===== src/rtl/level_controller_if.sv =====
// level_controller_if: link between the level controller and the safe-zone map.
// master = controller side, slave = map side.
interface level_controller_if #(
    parameter int SCREEN_WIDTH  = 400,
    parameter int SCREEN_HEIGHT = 600
);
    logic                             o_regenerate_level;
    logic                             i_zone_rdy;
    logic [$clog2(SCREEN_WIDTH)-1:0]  o_query_x;
    logic [$clog2(SCREEN_HEIGHT)-1:0] o_query_y;
    logic                             i_is_safe;
    modport master (output o_regenerate_level, o_query_x, o_query_y, input i_zone_rdy, i_is_safe);
    modport slave  (input o_regenerate_level, o_query_x, o_query_y, output i_zone_rdy, i_is_safe);
endinterface


===== src/rtl/level_controller.sv =====
// level_controller: per-frame safe-zone checking, lives, grace and level progression.
// Score counter is built only when LEVEL_CTRL_SCORE_EN is defined.
module level_controller #(
    parameter int SCREEN_WIDTH  = 400,
    parameter int SCREEN_HEIGHT = 600,
    parameter int BLOCK_SIZE    = 20,
    parameter int LIVES         = 3,
    parameter int GRACE_FRAMES  = 30
) (
    input  logic                             clk,
    input  logic                             arst_n,
    input  logic                             i_start,
    input  logic                             i_frame_tick,
    input  logic [$clog2(SCREEN_WIDTH)-1:0]  i_player_x,
    input  logic [$clog2(SCREEN_HEIGHT)-1:0] i_player_y,
    level_controller_if.master               m_if,
    output logic [2:0]                       o_state,
    output logic [2:0]                       o_lives,
    output logic [7:0]                       o_level,
    output logic                             o_hit,
    output logic                             o_game_over,
    output logic [15:0]                      o_score
);
    localparam int XW = $clog2(SCREEN_WIDTH);
    localparam int YW = $clog2(SCREEN_HEIGHT);
    localparam logic [XW-1:0] X_MAX = XW'(SCREEN_WIDTH - 1);
    localparam logic [YW-1:0] Y_MAX = YW'(SCREEN_HEIGHT - 1);
    localparam logic [YW-1:0] Y_TOP = YW'(SCREEN_HEIGHT - BLOCK_SIZE);
    localparam logic [2:0] S_IDLE       = 3'd0;
    localparam logic [2:0] S_REGEN_REQ  = 3'd1;
    localparam logic [2:0] S_REGEN_WAIT = 3'd2;
    localparam logic [2:0] S_PLAY       = 3'd3;
    localparam logic [2:0] S_CHECK      = 3'd4;
    localparam logic [2:0] S_LEVEL_UP   = 3'd5;
    localparam logic [2:0] S_GAME_OVER  = 3'd6;

    logic [2:0]    r_state;
    logic [2:0]    r_lives;
    logic [7:0]    r_level;
    logic [7:0]    r_grace;
    logic          r_wait2;
    logic          r_armed;
    logic [XW-1:0] r_qx;
    logic [YW-1:0] r_qy;
    logic          w_check;
    logic          w_top;
    logic          w_hit;

    assign w_check = r_state == S_CHECK;
    assign w_top   = r_qy >= Y_TOP;
    // r_armed holds "grace was already zero when this frame was accepted"
    assign w_hit   = w_check && !w_top && !m_if.i_is_safe && r_armed && r_lives != 3'd0;

    always_ff @(posedge clk or negedge arst_n) begin
        if (!arst_n) begin
            r_state <= S_IDLE;
            r_lives <= '0;
            r_level <= '0;
            r_grace <= '0;
            r_wait2 <= 1'b0;
            r_armed <= 1'b0;
            r_qx    <= '0;
            r_qy    <= '0;
        end else begin
            case (r_state)
                S_IDLE, S_GAME_OVER: if (i_start) begin
                    r_state <= S_REGEN_REQ;
                    r_lives <= 3'(LIVES);
                    r_level <= '0;
                    r_grace <= '0;
                end
                S_REGEN_REQ: begin
                    r_state <= S_REGEN_WAIT;
                    r_wait2 <= 1'b0;
                end
                S_REGEN_WAIT: begin
                    r_wait2 <= 1'b1;
                    if (r_wait2 && m_if.i_zone_rdy) r_state <= S_PLAY;
                end
                S_PLAY: if (i_frame_tick) begin
                    r_state <= S_CHECK;
                    r_qx    <= (i_player_x > X_MAX) ? X_MAX : i_player_x;
                    r_qy    <= (i_player_y > Y_MAX) ? Y_MAX : i_player_y;
                    r_armed <= r_grace == 8'd0;
                    r_grace <= (r_grace != 8'd0) ? r_grace - 8'd1 : r_grace;
                end
                S_CHECK: begin
                    r_state <= w_top ? S_LEVEL_UP : (w_hit && r_lives == 3'd1) ? S_GAME_OVER : S_PLAY;
                    if (w_hit) begin
                        r_lives <= r_lives - 3'd1;
                        r_grace <= 8'(GRACE_FRAMES);
                    end
                end
                S_LEVEL_UP: begin
                    r_state <= S_REGEN_REQ;
                    r_level <= (r_level == 8'hFF) ? r_level : r_level + 8'd1;
                end
                default: r_state <= S_IDLE;
            endcase
        end
    end

`ifdef LEVEL_CTRL_SCORE_EN
    logic [15:0] r_score;
    logic [16:0] w_score_sum;
    assign w_score_sum = {1'b0, r_score} + ((r_state == S_LEVEL_UP) ? 17'd100 : 17'd1);
    always_ff @(posedge clk or negedge arst_n) begin
        if (!arst_n)
            r_score <= '0;
        else if (i_start && (r_state == S_IDLE || r_state == S_GAME_OVER))
            r_score <= '0;
        else if ((w_check && !w_top && !w_hit) || r_state == S_LEVEL_UP)
            r_score <= w_score_sum[16] ? 16'hFFFF : w_score_sum[15:0];
    end
    assign o_score = r_score;
`else
    assign o_score = '0;
`endif

    assign m_if.o_regenerate_level = r_state == S_REGEN_REQ;
    assign m_if.o_query_x          = r_qx;
    assign m_if.o_query_y          = r_qy;
    assign o_state                 = r_state;
    assign o_lives                 = r_lives;
    assign o_level                 = r_level;
    assign o_hit                   = w_hit;
    assign o_game_over             = r_state == S_GAME_OVER;
endmodule

===== src/flat_wrapper.sv =====
// flat-port wrapper written by rule: the top's interface ports become plain ports
module level_controller_flat 
#(
    parameter int SCREEN_WIDTH  = 400,
    parameter int SCREEN_HEIGHT = 600,
    parameter int BLOCK_SIZE    = 20,
    parameter int LIVES         = 3,
    parameter int GRACE_FRAMES  = 30
)
  (clk, arst_n, i_start, i_frame_tick, i_player_x, i_player_y, o_state, o_lives, o_level, o_hit, o_game_over, o_score, m_if_o_regenerate_level, m_if_o_query_x, m_if_o_query_y, m_if_i_zone_rdy, m_if_i_is_safe);
  level_controller_if #(.SCREEN_WIDTH(SCREEN_WIDTH), .SCREEN_HEIGHT(SCREEN_HEIGHT)) m_if_i ();
  input  logic clk;
  input  logic arst_n;
  input  logic i_start;
  input  logic i_frame_tick;
  input  logic [$clog2(SCREEN_WIDTH)-1:0] i_player_x;
  input  logic [$clog2(SCREEN_HEIGHT)-1:0] i_player_y;
  output logic [2:0] o_state;
  output logic [2:0] o_lives;
  output logic [7:0] o_level;
  output logic o_hit;
  output logic o_game_over;
  output logic [15:0] o_score;
  output wire logic [$bits(m_if_i.o_regenerate_level)-1:0] m_if_o_regenerate_level;
  output wire logic [$bits(m_if_i.o_query_x)-1:0] m_if_o_query_x;
  output wire logic [$bits(m_if_i.o_query_y)-1:0] m_if_o_query_y;
  input wire logic [$bits(m_if_i.i_zone_rdy)-1:0] m_if_i_zone_rdy;
  input wire logic [$bits(m_if_i.i_is_safe)-1:0] m_if_i_is_safe;
  assign m_if_o_regenerate_level = m_if_i.o_regenerate_level;
  assign m_if_o_query_x = m_if_i.o_query_x;
  assign m_if_o_query_y = m_if_i.o_query_y;
  assign m_if_i.i_zone_rdy = m_if_i_zone_rdy;
  assign m_if_i.i_is_safe = m_if_i_is_safe;
  level_controller #(.SCREEN_WIDTH(SCREEN_WIDTH), .SCREEN_HEIGHT(SCREEN_HEIGHT), .BLOCK_SIZE(BLOCK_SIZE), .LIVES(LIVES), .GRACE_FRAMES(GRACE_FRAMES)) u_core (.clk(clk), .arst_n(arst_n), .i_start(i_start), .i_frame_tick(i_frame_tick), .i_player_x(i_player_x), .i_player_y(i_player_y), .m_if(m_if_i), .o_state(o_state), .o_lives(o_lives), .o_level(o_level), .o_hit(o_hit), .o_game_over(o_game_over), .o_score(o_score));
endmodule

===== config.mk =====
export PLATFORM = sky130hd
export DESIGN_NAME = level_controller_flat
export DESIGN_NICKNAME = d
export VERILOG_FILES = /design/src/rtl/level_controller_if.sv /design/src/rtl/level_controller.sv /design/src/flat_wrapper.sv
export SDC_FILE = /design/constraint.sdc
export NUM_CORES = 1
export LEC_CHECK = 0
export ABC_CLOCK_PERIOD_IN_PS = 2700
export CAP_MARGIN = 20
export CORE_MARGIN = 3
export CORE_UTILIZATION = 50
export CTS_BUF_LIST = sky130_fd_sc_hd__clkbuf_8 sky130_fd_sc_hd__clkbuf_16
export CTS_CLUSTER_DIAMETER = 50
export DETAILED_ROUTE_END_ITERATION = 7
export PLACE_DENSITY_LB_ADDON = 0.25
export RECOVER_POWER = 100
export REMOVE_ABC_BUFFERS = 1
export SETUP_SLACK_MARGIN = 0.1
export SYNTH_ARGS = -nofsm -noshare
export SYNTH_HDL_FRONTEND = slang
export SYNTH_SLANG_ARGS = --single-unit

===== constraint.sdc =====
create_clock -name clk -period 2.7 [get_ports clk]
set_clock_uncertainty 0.05 [all_clocks]
set_input_delay 0.54 -clock clk [delete_from_list [all_inputs] [get_ports clk]]
set_output_delay 0.54 -clock clk [all_outputs]
set_load 0.01 [all_outputs]

==> metrics <==
post-synthesis adder-cell area fraction=3.17%; Post-Syn Instances=253; synthesized area per cell=9.35 sq um; FF+latch count, synth=43; GR Util met1=25.0%; met3 GRT Util=5.21%; Post-layout nets=350; clk buf depth=2; drt initial violations=84; fin crit period=2.41 ns; I/O Buffers=60; measured slew at the worst slew-check pin=1.04 ns; Max Cap Viol=0; Die ar.=0.00559 sq mm; CP endpoint kind=output port; filler cell count=375; ant diodes=0; final setup fails=0; flop2flop setup slack=0.39 ns; Placer Congestion=0.840; M2 GR Usage=32.5%; area of the multi-input gates=0.00110 sq mm; mean routed wirelength per cell=13.3 um; Max-Slew Margin vs Limit=30.9%; largest net degree at the start of global routing=44; Peak Freq=414 MHz; TritonCTS Buffers=5; WL final=4960 um; latest clock arrival within the worst-skew pair=0.30 ns; Area Overhead vs Synth=28.1%; CP Launch Point=u_core.o_lives[0]$_DFFE_PN0P_; number of enable flip-flop cells after synthesis=0; Leakage Power=1.37 nW; clk slew on worst S/H paths=0.08 ns; DR vias/cell=5.41; Yosys warning count=0; Hold Fails Final Rpt=0; RR Startpoint=u_core.o_lives[0]$_DFFE_PN0P_; CTS tree=done; Primary FF master, synth=dfrtp_1; RSZ-0062 raised after global routing=no; Unique masters post-synth=47; largest family of logic cells by synthesized area=simple AND/OR/NAND/NOR gates; io pins=77; Pins Over Slew Limit=0; Final Power=2.82 mW; HP Class=input port to async pin; proportion of synthesized area in mux cells=0%; crit share post-route=89.4%; busiest grt layer=met2; most common cell in the synthesized netlist=dfrtp_1; top cell type's share of synthesized area=45.5%; starting density of the core=52.9%; GRT overflow=0; Die H=74.8 um; Register-to-Register Path Depth=8; Synth top cells by count=43 x dfrtp_1, 38 x nand2_1, 19 x nor2_1, 17 x a21oi_1, 17 x buf_4; P per Cell Area=932 mW/mm^2; antenna violations before repair=0; CP startpoint kind=register; xor and xnor area share after synthesis=0.740%; largest cells by area after synthesis=dfrtp_1 45%, nand2_1 6.0%, buf_4 5.4%, o22a_1 3.7%, a21oi_1 3.6%; Hold-fix buffers, CTS=0; H-tree levels=2; Seq/Total Area, Yosys=45.5%; fraction of registers with async set/reset=100%; simple-gate portion of the synthesized area=22.6%; clk root buf=clkbuf_8; die width=74.8 um; drc violations=0; GR Util All Layers=19.5%; CTS sink count=43; crit path DAT=1.82 ns; antenna-violating nets left=0; Synth Area in Compound Gates=18.9%; CORE AREA=0.00447 sq mm; peak fanout along the critical path=3; CP required=2.11 ns; final core utilization=67.8%; TritonRoute pass-1 iters=5; maximum VDD drop=0.572 mV; critical path class=register to output port; status=finished, final reports clean; cell taking the most area after synthesis=dfrtp_1; register area=0.00108 sq mm; share of layout cells above drive strength 1=8.75%; first-pass GRT wire length=8440 um; Setup TNS Final=0 ns; std cell rows=24; Final HPWL DP=3790 um; Vias=2,014; synthesized area=0.00237 sq mm; vias in the first global route=1,911; hold_ws=0.362 ns
==> stage by stage <==
step	instance area (sq um)	instances	worst slack [ns]
6_report	3030	372	0.287
2_1_floorplan	2250	244	0.584
3_3_place_gp	2950	362	-0.00548
4_1_cts	3060	370	0.114
3_5_place_dp	2950	362	-0.00413
5_1_grt	3030	372	0.160
==> where the power goes <==
group	internal (mW)	total, mW	leakage, nW	switching [mW]
Combinational	0.621	1.26	0.789	0.640
Clock	0.233	0.451	0.0505	0.218
Sequential	0.880	1.11	0.528	0.233
Total	1.73	2.82	1.37	1.09
==> timing repair <==
item                                    in CTS  in global routing
pin swaps                                    0                  1
endpoints found under the setup margin       1                  1
hold endpoints to repair                     0                  0
gates resized for setup                      3                  1
setup buffers                                0                  2
==> routing by layer <==
metal / part of all wire [%] / up-vias
met5: 0 / -
met4: 1.1 / 0
met3: 5.6 / 7
met2: 49 / 61
met1: 45 / 953
li1: - / 993
==> cells in the final DEF, fill, tap and decap left out, drive strengths merged, types with 5 or more instances in the layout <==
cell type      synthesis  layout
buf                   23       7
dlygate4sd3            0      36
dfrtp                 43      43
a21oi                 18      18
conb                   1      16
nand2b                 5       5
clkdlybuf4s50          0      22
o22a                  10      10
nor3                   9       9
o21ai                 16      16
nand2                 39      39
inv                   10      10
nor2                  20      20
nand3                  8       8
clkbuf                 1      10
ha                     6       6
==> sequential cells by signal (all words and copies together) (netlist names) <==
register	flops
u_core.m_if.o_query_x	9
u_core.m_if.o_query_y	10
u_core.r_grace	8
u_core.r_armed	1
u_core.o_level	8
u_core.o_lives	3
u_core.o_state	3
u_core.r_wait2	1
==> final cells by class <==
cell class                      count  area share [%]
Sequential cell                    43            35.5
Clock buffer                        7            3.18
Clock inverter                      1           0.248
Timing Repair Buffer               68            21.3
Tap cell                           52            2.15
Inverter                           10            1.24
Multi-Input combinational cell    191            36.4
==> kinds of logic after synthesis <==
kind of cell               count (synthesis)
other                                      1
xor gates and xnor gates                   2
AOI/OAI and AO/OA                         65
and+or+nand+nor                          102
adders and majority gates                  6
buffers and inverters                     34
DFF                                       43
==> worst max-delay path: stages (launching register included) <==
cell	delay [ns]
dfrtp_1	0.36
inv_1	0.07
ha_1	0.20
ha_1	0.17
or3b_1	0.38
nor3_2	0.17
buf_2	0.17
==> path summary, 6_finish.rpt <==
path	end
worst max-delay path	o_hit
worst min-delay path	u_core.o_level[2]$_DFFE_PN0P_
worst max register to register	u_core.r_grace[4]$_DFFE_PN0P_
worst min register to register	u_core.m_if.o_query_x[6]$_DFFE_PN0P_
max in group asynchronous	u_core.o_level[7]$_DFFE_PN0P_
min in group clk	u_core.m_if.o_query_x[6]$_DFFE_PN0P_
(Power assumes the default switching activity.)
